## config.mk

```make
export PLATFORM = sky130hd
export DESIGN_NAME = axi_wr_arbiter
export DESIGN_NICKNAME = d
export VERILOG_FILES = /design/src/rtl/axi_arb_pkg.sv /design/src/rtl/axi_wr_arbiter_rr.sv /design/src/rtl/axi_wr_arbiter.sv
export SDC_FILE = /design/constraint.sdc
export NUM_CORES = 1
export LEC_CHECK = 0
export ABC_AREA = 0
export CAP_MARGIN = 30
export CORE_AREA = 3 3 114 116
export CTS_BUF_LIST = sky130_fd_sc_hd__clkbuf_4
export DETAILED_ROUTE_END_ITERATION = 10
export DIE_AREA = 0 0 117 119
export GPL_ROUTABILITY_DRIVEN = 0
export PLACE_DENSITY = 0.73
export SETUP_SLACK_MARGIN = 0.05
export SKIP_LAST_GASP = 1
export SLEW_MARGIN = 10
export SYNTH_ARGS = -nofsm -noshare
export SYNTH_HDL_FRONTEND = slang
export SYNTH_HIERARCHICAL = 1
export SYNTH_SLANG_ARGS = --single-unit
```

## constraint.sdc

```tcl
create_clock -name aclk -period 2.4 [get_ports aclk]
set_input_delay 0.6 -clock aclk [delete_from_list [all_inputs] [get_ports aclk]]
set_output_delay 0.6 -clock aclk [all_outputs]
set_load 0.01 [all_outputs]
```

## src/rtl/axi_arb_pkg.sv

```systemverilog
// axi_arb_pkg: shared types and helpers for the AXI write-channel arbiter.
// Width macros fall back to defaults when the project define set is absent.
`ifndef ID_W_WIDTH
`define ID_W_WIDTH 4
`endif
`ifndef ADDR_WIDTH
`define ADDR_WIDTH 32
`endif
`ifndef DATA_WIDTH
`define DATA_WIDTH 32
`endif
`ifndef BRESP_WIDTH
`define BRESP_WIDTH 2
`endif

package axi_arb_pkg;

    typedef enum logic [1:0] {
        IDLE,
        ADDR,
        DATA,
        RESP
    } arb_state_e;

    localparam int BID_TAG_W = `ID_W_WIDTH;

    function automatic int rr_next(input int idx, input int n);
        return (idx + 1 >= n) ? 0 : idx + 1;
    endfunction

endpackage

```

## src/rtl/axi_wr_arbiter_rr.sv

```systemverilog
// rr_arbiter: combinational round-robin pick, first requester at or
// after ptr; the pointer itself lives in the parent.
module rr_arbiter #(
    parameter  int NUM_M = 2,
    localparam int IDX_W = $clog2(NUM_M)
) (
    input  logic [NUM_M-1:0] req,
    input  logic [IDX_W-1:0] ptr,
    input  logic             en,
    output logic [NUM_M-1:0] gnt_oh,
    output logic [IDX_W-1:0] gnt_idx
);
    import axi_arb_pkg::*;

    always_comb begin
        int  idx;
        logic hit;
        gnt_oh  = '0;
        gnt_idx = '0;
        hit     = 1'b0;
        idx     = int'(ptr);
        if (idx >= NUM_M) idx = 0;
        for (int k = 0; k < NUM_M; k++) begin
            if (en && !hit && req[idx]) begin
                hit         = 1'b1;
                gnt_oh[idx] = 1'b1;
                gnt_idx     = IDX_W'(idx);
            end
            idx = rr_next(idx, NUM_M);
        end
    end

endmodule

```

## src/rtl/axi_wr_arbiter.sv

```systemverilog
// axi_wr_arbiter: shares one AXI write slave port between NUM_M masters,
// one transaction in flight, round-robin grant, beat/BID checking.
module axi_wr_arbiter #(
    parameter  int NUM_M = 2,
    localparam int IDX_W = $clog2(NUM_M)
) (
    input  logic                              aclk,
    input  logic                              aresetn,
    input  logic [NUM_M-1:0]                  s_awvalid,
    output logic [NUM_M-1:0]                  s_awready,
    input  logic [NUM_M*`ID_W_WIDTH-1:0]      s_awid,
    input  logic [NUM_M*`ADDR_WIDTH-1:0]      s_awaddr,
    input  logic [NUM_M*8-1:0]                s_awlen,
    input  logic [NUM_M*3-1:0]                s_awsize,
    input  logic [NUM_M*2-1:0]                s_awburst,
    input  logic [NUM_M-1:0]                  s_awlock,
    input  logic [NUM_M-1:0]                  s_wvalid,
    output logic [NUM_M-1:0]                  s_wready,
    input  logic [NUM_M*`DATA_WIDTH-1:0]      s_wdata,
    input  logic [NUM_M*(`DATA_WIDTH/8)-1:0]  s_wstrb,
    input  logic [NUM_M-1:0]                  s_wlast,
    output logic [NUM_M-1:0]                  s_bvalid,
    input  logic [NUM_M-1:0]                  s_bready,
    output logic [`ID_W_WIDTH-1:0]            s_bid,
    output logic [`BRESP_WIDTH-1:0]           s_bresp,
    output logic                              m_awvalid,
    input  logic                              m_awready,
    output logic [`ID_W_WIDTH+IDX_W-1:0]      m_awid,
    output logic [`ADDR_WIDTH-1:0]            m_awaddr,
    output logic [7:0]                        m_awlen,
    output logic [2:0]                        m_awsize,
    output logic [1:0]                        m_awburst,
    output logic                              m_awlock,
    output logic                              m_wvalid,
    input  logic                              m_wready,
    output logic [`DATA_WIDTH-1:0]            m_wdata,
    output logic [`DATA_WIDTH/8-1:0]          m_wstrb,
    output logic                              m_wlast,
    input  logic                              m_bvalid,
    output logic                              m_bready,
    input  logic [`ID_W_WIDTH+IDX_W-1:0]      m_bid,
    input  logic [`BRESP_WIDTH-1:0]           m_bresp,
    output logic                              busy,
    output logic                              err_beat,
    output logic                              err_bid
);
    import axi_arb_pkg::*;

    localparam int IW = `ID_W_WIDTH;
    localparam int AW = `ADDR_WIDTH;
    localparam int DW = `DATA_WIDTH;
    localparam int SW = `DATA_WIDTH / 8;

    arb_state_e       state_q, state_d;
    logic [IDX_W-1:0] grant_q, rr_ptr_q;
    logic [7:0]       len_q;
    logic [8:0]       beat_cnt_q;
    logic [NUM_M-1:0] pick_oh;
    logic [IDX_W-1:0] pick_idx;
    logic             aw_hs, w_hs, b_hs;
    int               gi;

    rr_arbiter #(.NUM_M(NUM_M)) u_rr (
        .req     (s_awvalid),
        .ptr     (rr_ptr_q),
        .en      (state_q == IDLE),
        .gnt_oh  (pick_oh),
        .gnt_idx (pick_idx)
    );

    assign gi = int'(grant_q);

    // Payloads always follow the granted slice; valids gate meaning.
    assign m_awid    = {grant_q, s_awid[gi*IW +: IW]};
    assign m_awaddr  = s_awaddr[gi*AW +: AW];
    assign m_awlen   = s_awlen[gi*8 +: 8];
    assign m_awsize  = s_awsize[gi*3 +: 3];
    assign m_awburst = s_awburst[gi*2 +: 2];
    assign m_awlock  = s_awlock[grant_q];
    assign m_wdata   = s_wdata[gi*DW +: DW];
    assign m_wstrb   = s_wstrb[gi*SW +: SW];
    assign m_wlast   = s_wlast[grant_q];
    assign s_bid     = m_bid[IW-1:0];
    assign s_bresp   = m_bresp;
    assign busy      = (state_q != IDLE);

    assign aw_hs = (state_q == ADDR) && s_awvalid[grant_q] && m_awready;
    assign w_hs  = (state_q == DATA) && s_wvalid[grant_q] && m_wready;
    assign b_hs  = (state_q == RESP) && m_bvalid && s_bready[grant_q];

    always_comb begin
        state_d   = state_q;
        m_awvalid = 1'b0;
        s_awready = '0;
        m_wvalid  = 1'b0;
        s_wready  = '0;
        m_bready  = 1'b0;
        s_bvalid  = '0;
        err_beat  = 1'b0;
        err_bid   = 1'b0;
        unique case (state_q)
            IDLE: begin
                if (|pick_oh) state_d = ADDR;
            end
            ADDR: begin
                m_awvalid          = s_awvalid[grant_q];
                s_awready[grant_q] = m_awready;
                if (aw_hs) state_d = DATA;
            end
            DATA: begin
                m_wvalid          = s_wvalid[grant_q];
                s_wready[grant_q] = m_wready;
                if (w_hs) begin
                    if (m_wlast) begin
                        state_d  = RESP;
                        err_beat = (beat_cnt_q != {1'b0, len_q});
                    end else begin
                        err_beat = (beat_cnt_q == {1'b0, len_q});
                    end
                end
            end
            RESP: begin
                s_bvalid[grant_q] = m_bvalid;
                m_bready          = s_bready[grant_q];
                err_bid = m_bvalid && (m_bid[IW +: IDX_W] != grant_q);
                if (b_hs) state_d = IDLE;
            end
            default: state_d = IDLE;
        endcase
    end

    always_ff @(posedge aclk or negedge aresetn) begin
        if (!aresetn) state_q <= IDLE;
        else          state_q <= state_d;
    end

    always_ff @(posedge aclk or negedge aresetn) begin
        if (!aresetn) begin
            grant_q    <= '0;
            rr_ptr_q   <= '0;
            len_q      <= '0;
            beat_cnt_q <= '0;
        end else begin
            if (state_q == IDLE && |pick_oh) grant_q <= pick_idx;
            if (aw_hs) begin
                len_q      <= m_awlen;
                beat_cnt_q <= '0;
            end
            // Saturate rather than wrap so overlong bursts stay flagged.
            if (w_hs && beat_cnt_q != '1) beat_cnt_q <= beat_cnt_q + 9'd1;
            if (b_hs) rr_ptr_q <= IDX_W'(rr_next(gi, NUM_M));
        end
    end

endmodule
```

Yosys cells after proc, flatten, opt, wreduce, memory -nomap -nowiden:

Cells that the tools add are included.

* output and inout bits: 106
* bits in registers: 21
* word-level logic and storage cells: 107
* input port bits: 192

* equal/unequal tests: 12
* bitwise logic cells: 4
* $mul: 1
* reductions and logical operators: 21
* add/sub/neg operators: 3
* shift operators: 7
* mux-type cells: 46
* magnitude comparators: 8

Operators by type and width (number)
* 64-bit by 7-bit indexed part select with 32-bit output: 2
* 32-bit by 1-bit greater-or-equal comparator with 1-bit output, second input constant: 1
* 32-bit by 3-bit greater-or-equal comparator with 1-bit output, second input constant: 1
* 32-bit by 3-bit < comparator with 1-bit output, second input constant: 1
* 32-bit two-way mux: 1
* 1-bit two-way mux: 29
* 2-bit two-way mux: 10
* 9-bit two-way mux: 2
* 16-bit by 5-bit indexed part select with 8-bit output: 1
* 8-bit by 4-bit indexed part select with 4-bit output: 2
* 1-bit logical AND: 15
* 2-bit != test, second input constant: 5
* 9-bit by 1-bit adder with 9-bit output, second input constant: 1
* 9-bit by 8-bit equality test with 1-bit output: 1
* 9-bit by 8-bit != test with 1-bit output: 1
* 9-bit != test, second input constant: 1
* 2-bit case mux with 4 select lines: 1
* 2-bit bitwise AND: 3
* 6-bit by 4-bit indexed part select with 3-bit output: 1
* 5-bit AND reduction: 1
* 1-bit by 1-bit adder with 2-bit output, second input constant: 2
* 2-bit equality test, second input constant: 2
* 1-bit by 2-bit < comparator with 1-bit output, second input constant: 2
* 2-bit nonzero test: 2
* 11 further kinds: 14

Logic depth before layout (Yosys ltp):

* depth after elaboration: 12
* depth in mapped cells: 9

By module:

The synthesis kept the hierarchy.

Modules (own cells, without submodules)
* axi_wr_arbiter: cells each 245, sequential area each 525.5 µm², instances 1, area each 2367.3 µm²
* rr_arbiter: cells each 6, sequential area each 0.0 µm², instances 1, area each 26.3 µm²

Worst setup path after synthesis:

Ideal clock, no wire load.

* path type: register to register
* start point: register beat_cnt_q[0]
* end point: register beat_cnt_q[7]
* stages on the path, launching flop included: 9
* buffers on the path: 0
* period minus slack after synthesis: 2.299 ns
* arrival time: 2.181 ns
* slack: 0.101 ns
* path through: dfrtp_1 -> ha_1 -> and3_1 -> and3_1 -> and3_1 -> ha_1 -> o32ai_1 -> a21bo_2 -> a21o_1

* cells in the longest elaborated chain, start to end: 3
* elaborated cells on any way between the ends: 5

RTL lines
* start, declared: RTL line axi_wr_arbiter.sv:57 `logic [8:0] beat_cnt_q;`
* start signal, assigned: RTL line axi_wr_arbiter.sv:150 `if (w_hs && beat_cnt_q != '1) beat_cnt_q <= beat_cnt_q + 9'd1;`
* branches (longest 3 deep; another with 9-bit by 1-bit adder with 9-bit output)

Several ways; the timed one is not identified.
A chain may end at the register's enable or synchronous reset.

Final worst setup path:

* start point: register beat_cnt_q[7]
* end point: output port err_beat

* cells in the longest elaborated chain, start to end: 4
* elaborated cells on any way between the ends: 5

RTL lines
* 9-bit by 8-bit equality test with 1-bit output or 9-bit by 8-bit != test with 1-bit output (tied branches): RTL line axi_wr_arbiter.sv:118, axi_wr_arbiter.sv:116
* 1-bit two-way mux *: RTL line axi_wr_arbiter.sv:114 `if (m_wlast) begin`
* 1-bit two-way mux *: RTL line axi_wr_arbiter.sv:113 `if (w_hs) begin`
* 1-bit two-way mux *: RTL line axi_wr_arbiter.sv:101 `unique case (state_q)`
* end, declared: RTL line axi_wr_arbiter.sv:44 `output logic err_beat,`

Mark *: on every way between the ends. The rest lies on a longest branch, timed or not.

==> metrics.cfg <==
[sta]
period_share=1.06
setup_viol=10
timing.final.ws_setup_ns=-0.143
fin_skew_ns=0.00774
fin_crit_ns=2.54
slew_violations=0
grt_setup_unrepaired=yes
slew_headroom=0.731
tightest_slew_ns=0.401
max_freq_mhz=393
hold_violations=0

[pwr]
clkPwrFrac=0.043
p_leak_uw=0.00280
peakVddDrop_mv=0.524
pwr-share-comb=0.822
p_switching_uw=1550
internal-power_uw=2560
swShare=0.376
power_density_nw_per_um2=665
seqPwrFrac=0.135

[placed_design]
dp_cells=704
place_ws_ns=-0.654
port-buffer-count=285
hpwlAfterDp_um=10600

[floorplanning]
io_pins=298
fp.dieH_um=119
rows=40
core-area_um2=12000
start_util=0.199
dieArea_um2=13900
die_x_um=117

[job]
cap_violations=0

[finish]
mostFrequentLayoutCells=clkdlybuf4s50_1, mux2_2, buf_6
final_core_util=0.514
layout_commonest_cell=clkdlybuf4s50_1
fin_nets=791
final_cells=738
diodes=0
num-fill-cells=1055
areaGrowthSynthToFinish_pct=158
drive_gt1_frac=0.443

[clock_tree]
cts_tree=built
insertion_delay_ns=0.31
htree_levels=1
cts.sinks=21
cts_buffers=3
clk_pin_slew_ns=0.12
cts_buffer_depth=2
hold_buffers=0
cts-root-buf=clkbuf_4

[route]
drc=0
via_count=3273
wl_per_cell_um=18.5
wl_um=13600
vias_per_cell=4.43
drt_iter0_drc=65
firstDrtPassIters=4
antenna_left=0

[yosys]
synth_cell_types=36
ys_ff_latch=21
synth_top_flop_cell=dfrtp_1
netlist_area_um2=2390
synthArstFlopShare=1.00
synth_edf_count=0
ys_warn_count=6
synthCells=251
syn_nets=450
ys_seq_area_frac=0.220
avgSynthCellArea_um2=9.54

[global_routing]
overflow=0
grt_pass1_vias=3420
grt_usage=0.174
grt_max_degree=22
grt_pass1_wl_um=19100
antenna_found_initial=0

[worst_setup_path]
critPathCaptureType=primary output
path_class=reg2out
arrival_ns=1.94
crit_required_ns=1.80
path_max_fanout=2
crit_path_start_kind=flop

[outcome]
outcome=finished with violations
violations=negative setup slack

[worst_hold_path]
hold_class=reg2reg

## path summary, 6_finish.rpt
check	startpoint	endpoint	cells past startpoint	slack, ns
min in group asynchronous	aresetn	state_q[0]$_DFFE_PN0P_	2	0.61
max in group asynchronous	aresetn	grant_q$_DFFE_PN0P_	2	1.55
worst max-delay path	beat_cnt_q[7]$_DFFE_PN0P_	err_beat	7	-0.14
worst min register to register	len_q[5]$_DFFE_PN0P_	len_q[5]$_DFFE_PN0P_	2	0.52
worst max register to register	grant_q$_DFFE_PN0P_	state_q[1]$_DFFE_PN0P_	7	0.12
worst min-delay path	len_q[5]$_DFFE_PN0P_	len_q[5]$_DFFE_PN0P_	2	0.52
## cell type report
class                      instances  area [um^2]  share of cell area
inverter                           5         18.8             0.00304
clock buffer                       3         22.5             0.00365
clock inverter                     1         5.00            0.000810
multi-input combinational        206         1920               0.311
tap                              147          184              0.0298
sequential                        21          529              0.0857
timing repair buffer             355         3490               0.566
## sequential cells by signal, indices dropped and copies added, names as in the netlist
register	flops
rr_ptr_q	1
grant_q	1
state_q	2
len_q	8
beat_cnt_q	9
## per-layer routing
layer / share of wire / up-vias / track usage
li1: - / 1585 / -
met2: 0.53 / 112 / 0.325
met5: 0 / - / 0
met4: 0.012 / 0 / 0.0315
met1: 0.39 / 1560 / 0.205
met3: 0.063 / 16 / 0.0295
## power groups by stage
stage               clock, uW  sequential (uW)  combinational, uW
floorplan                   0              530               1320
global placement            0              545               2720
detailed placement          0              550               2770
CTS                       187              554               3200
global route              198              569               3610
finish                    176              555               3380
## critical path, cell delays in order, from the launching register on
cell,delay [ns]
dfrtp_1,0.42
xor2_1,0.18
nor4_2,0.29
buf_4,0.18
a31oi_4,0.09
nor4b_4,0.24
buf_4,0.15
buf_6,0.09
## cells in the mapped netlist, types with 3 or more instances
cell type  number  area [um^2]
inv_1           5         18.8
nand2_1        34          128
nand3_1         4         20.0
mux2i_1         3         30.0
dfrtp_1        21          526
ha_1            7         87.6
xor2_1          8         70.1
mux2_2         88          991
buf_4           8         60.1
and3_1          8         50.1
nor3_1          4         20.0
a21oi_1         3         15.0
a21o_1          5         37.5
o21ai_0         8         40.0
nor2b_1         3         18.8
buf_2           5         25.0
nor3b_1         4         30.0
nor2_1          6         22.5
clkbuf_1        7         26.3
## stage by stage
step | instance area, um^2 | hold slack, ns | total power, uW | setup TNS, ns
2_1_floorplan | 2390 | 0.304 | 1850 | 0
3_3_place_gp | 5640 | 0.483 | 3270 | -3.64
3_5_place_dp | 5640 | 0.490 | 3320 | -4.31
4_1_cts | 6080 | 0.520 | 3940 | -3.44
5_1_grt | 6180 | 0.553 | 4380 | -0.963
6_report | 6180 | 0.517 | 4110 | -0.422
## timing repair
item                                   4_1_cts  5_1_grt
cloned                                       7        1
setup buffers                               16        8
setup endpoints to repair                  108       88
pin swaps                                    9        2
endpoints found under the hold margin        0        0
resized for setup                          278      144
## cells by family (layout without fill, tap and decap cells)
kind of cell / Yosys count / count (layout) / synth area share
xor gates and xnor gates: 9 / 9 / 0.0329
buffers and inverters: 25 / 364 / 0.0544
DFF: 21 / 21 / 0.220
muxes: 92 / 92 / 0.431
adders and majority gates: 7 / 7 / 0.0366
and+or+nand+nor: 71 / 72 / 0.144
AOI/OAI and AO/OA: 26 / 26 / 0.0816
Power figures use the tool's default switching activity.
==> patch, RTL diff (same settings) <==
Re-encode `arb_state_e` (4 states) as Gray code, 2 bits wide.
--- a/src/rtl/axi_arb_pkg.sv
+++ b/src/rtl/axi_arb_pkg.sv
@@ -17,8 +17,8 @@
 
     typedef enum logic [1:0] {
-        IDLE,
-        ADDR,
-        DATA,
-        RESP
+        IDLE = 2'b00,
+        ADDR = 2'b01,
+        DATA = 2'b11,
+        RESP = 2'b10
     } arb_state_e;
 
Behaviour: same outputs for any inputs over 4 cycles, from zero or initial values and one cycle with aresetn low; so few cycles prove little.
==> patch against the unedited design <==
- sequential power up 3%
- setup slack improved by 0.068 ns
- power increased by 5.3%
- global-route usage down 1.6 points
- count of clock-buffer cells in the layout stayed put
- area after synthesis down 2.0%
- clock skew is 0.0016 ns higher
- fmax rose by 2.7%
- sequential cell count unchanged
- the flow still finishes with violations (negative setup slack)
- critical endpoint is now m_awaddr[29]
- highest routed layer unchanged
- design area decreased by 6.3%
- routed wire length shrank 7.8%
- critical path depth is 1 lower
==> patch: results (changes against the unedited design) <==
| Metric | Value |
|---|---|
| CP startpoint | grant_q$_DFFE_PN0P_ (was beat_cnt_q[7]$_DFFE_PN0P_) |
| R2r startpoint | beat_cnt_q[0]$_DFFE_PN0P_ (was grant_q$_DFFE_PN0P_) |
| DP HPWL | 10,400 um (was 10,600 um) |
| Placed cell area | 5540 um^2 (was 5640 um^2) |
| DP Cell Count | 691 (was 704) |
| Status | finished with violations (unchanged) |
| Clock Skew | 0.00929 ns (was 0.00774 ns) |
| First DRT Iteration DRCs | 111 (was 65) |
| Min-delay src | len_q[6]$_DFFE_PN0P_ (was len_q[5]$_DFFE_PN0P_) |
| Via count | 3,133 (was 3,273) |
| Crit path DAT | 1.88 ns (was 1.94 ns) |
| Hold slack | 0.514 ns (was 0.517 ns) |
| Final Setup Violations | 35 (was 10) |
| Filler cells | 1,122 (was 1,055) |
| First-pass GRT wire length | 17,400 um (was 19,100 um) |
| Failing checks | negative setup slack (unchanged) |
| Sequential share of the synthesized area | 0.224 (was 0.220) |
| Setup ws final | -0.0752 ns (was -0.143 ns) |
| Vias in the first global route | 3,161 (was 3,420) |
| Reg2reg end | beat_cnt_q[3]$_DFFE_PN0P_ (was state_q[1]$_DFFE_PN0P_) |
| Max FO, Critical Path | 20 (was 2) |
| Worst slack at placement | -0.449 ns (was -0.654 ns) |
| FF-to-FF setup slack | 0.20 ns (was 0.12 ns) |
| Routed wire length | 12,600 um (was 13,600 um) |
| Share of layout cells above drive strength 1 | 0.343 (was 0.443) |
| Leakage Power | 0.00266 uW (was 0.00280 uW) |
| Final non-filler cell total | 713 (was 738) |
| Total GRT Usage | 0.158 (was 0.174) |
| Worst Hold End | len_q[6]$_DFFE_PN0P_ (was len_q[5]$_DFFE_PN0P_) |
| Syn Inst Count | 247 (was 251) |
| Peak VDD IR | 0.307 mV (was 0.524 mV) |
| Post-synth top cells | mux2_2, nand2_1, dfrtp_1, nor2_1, buf_2 (was mux2_2, nand2_1, dfrtp_1) |
| Layout Nets | 761 (was 791) |
patch: layout make-up:
| cell class | instances | area (um^2) | share of cell area |
|---|---|---|---|
| repair buffers | 338 | 3320 | 0.574 |
| multi-input cells | 198 | 1710 | 0.295 |
| flip-flops and latches | 21 | 529 | 0.0914 |
| well taps | 147 | 184 | 0.0318 |
| clock buffers | 3 | 22.5 | 0.00389 |
| inverters | 5 | 18.8 | 0.00324 |
| clock inverters | 1 | 5.00 | 0.000864 |
patch: what timing repair did:
action                                  in CTS  in global routing
gates cloned                                 2                  2
pin swaps                                    1                  8
resized for setup                           71                101
setup buffers                                1                 13
endpoints found under the setup margin      98                 92
patch: how the worst max path moves through the flow:
stage | cells after the start | endpoint | slack [ns]
CTS | 4 | m_awaddr[4] | -0.15
floorplan | 8 | beat_cnt_q[6]$_DFFE_PN0P_ | 0.39
detailed placement | 5 | err_beat | -0.45
global placement | 5 | err_beat | -0.43
finish | 6 | m_awaddr[29] | -0.08
global route | 6 | err_beat | -0.14
patch: kinds of logic after synthesis:
family / after synthesis / synth area share
compound gates: 14 / 0.0341
flops: 21 / 0.224
buf+inv: 28 / 0.0667
fa+ha+maj: 2 / 0.0107
xor+xnor: 9 / 0.0336
mux: 100 / 0.482
simple gates: 73 / 0.149
patch: stage by stage:
step / power (uW) / setup TNS (ns)
2_1_floorplan: 2210 / 0
3_3_place_gp: 3900 / -1.69
3_5_place_dp: 3950 / -1.90
4_1_cts: 4130 / -4.20
5_1_grt: 4600 / -3.38
6_report: 4330 / -1.29
patch: metal layers:
layer	GRT usage	wire length [um]	up-vias
met5	0	0	-
met4	0.0229	90	0
met3	0.0315	892	10
met1	0.174	4680	1493
met2	0.309	6910	126
li1	-	-	1504
patch: power breakdown:
group | switching [uW] | total (uW) | internal (uW)
logic | 1420 | 3580 | 2160
clock network | 112 | 174 | 62.2
registers | 104 | 572 | 468
total | 1630 | 4330 | 2690
patch: critical path, stage by stage, from the launching register on:
cell and delay, ns:
dfrtp_4 0.54, buf_4 0.15, buf_8 0.14, buf_12 0.12, buf_16 0.15, mux2_2 0.28, dlymetal6s2s_1 0.17
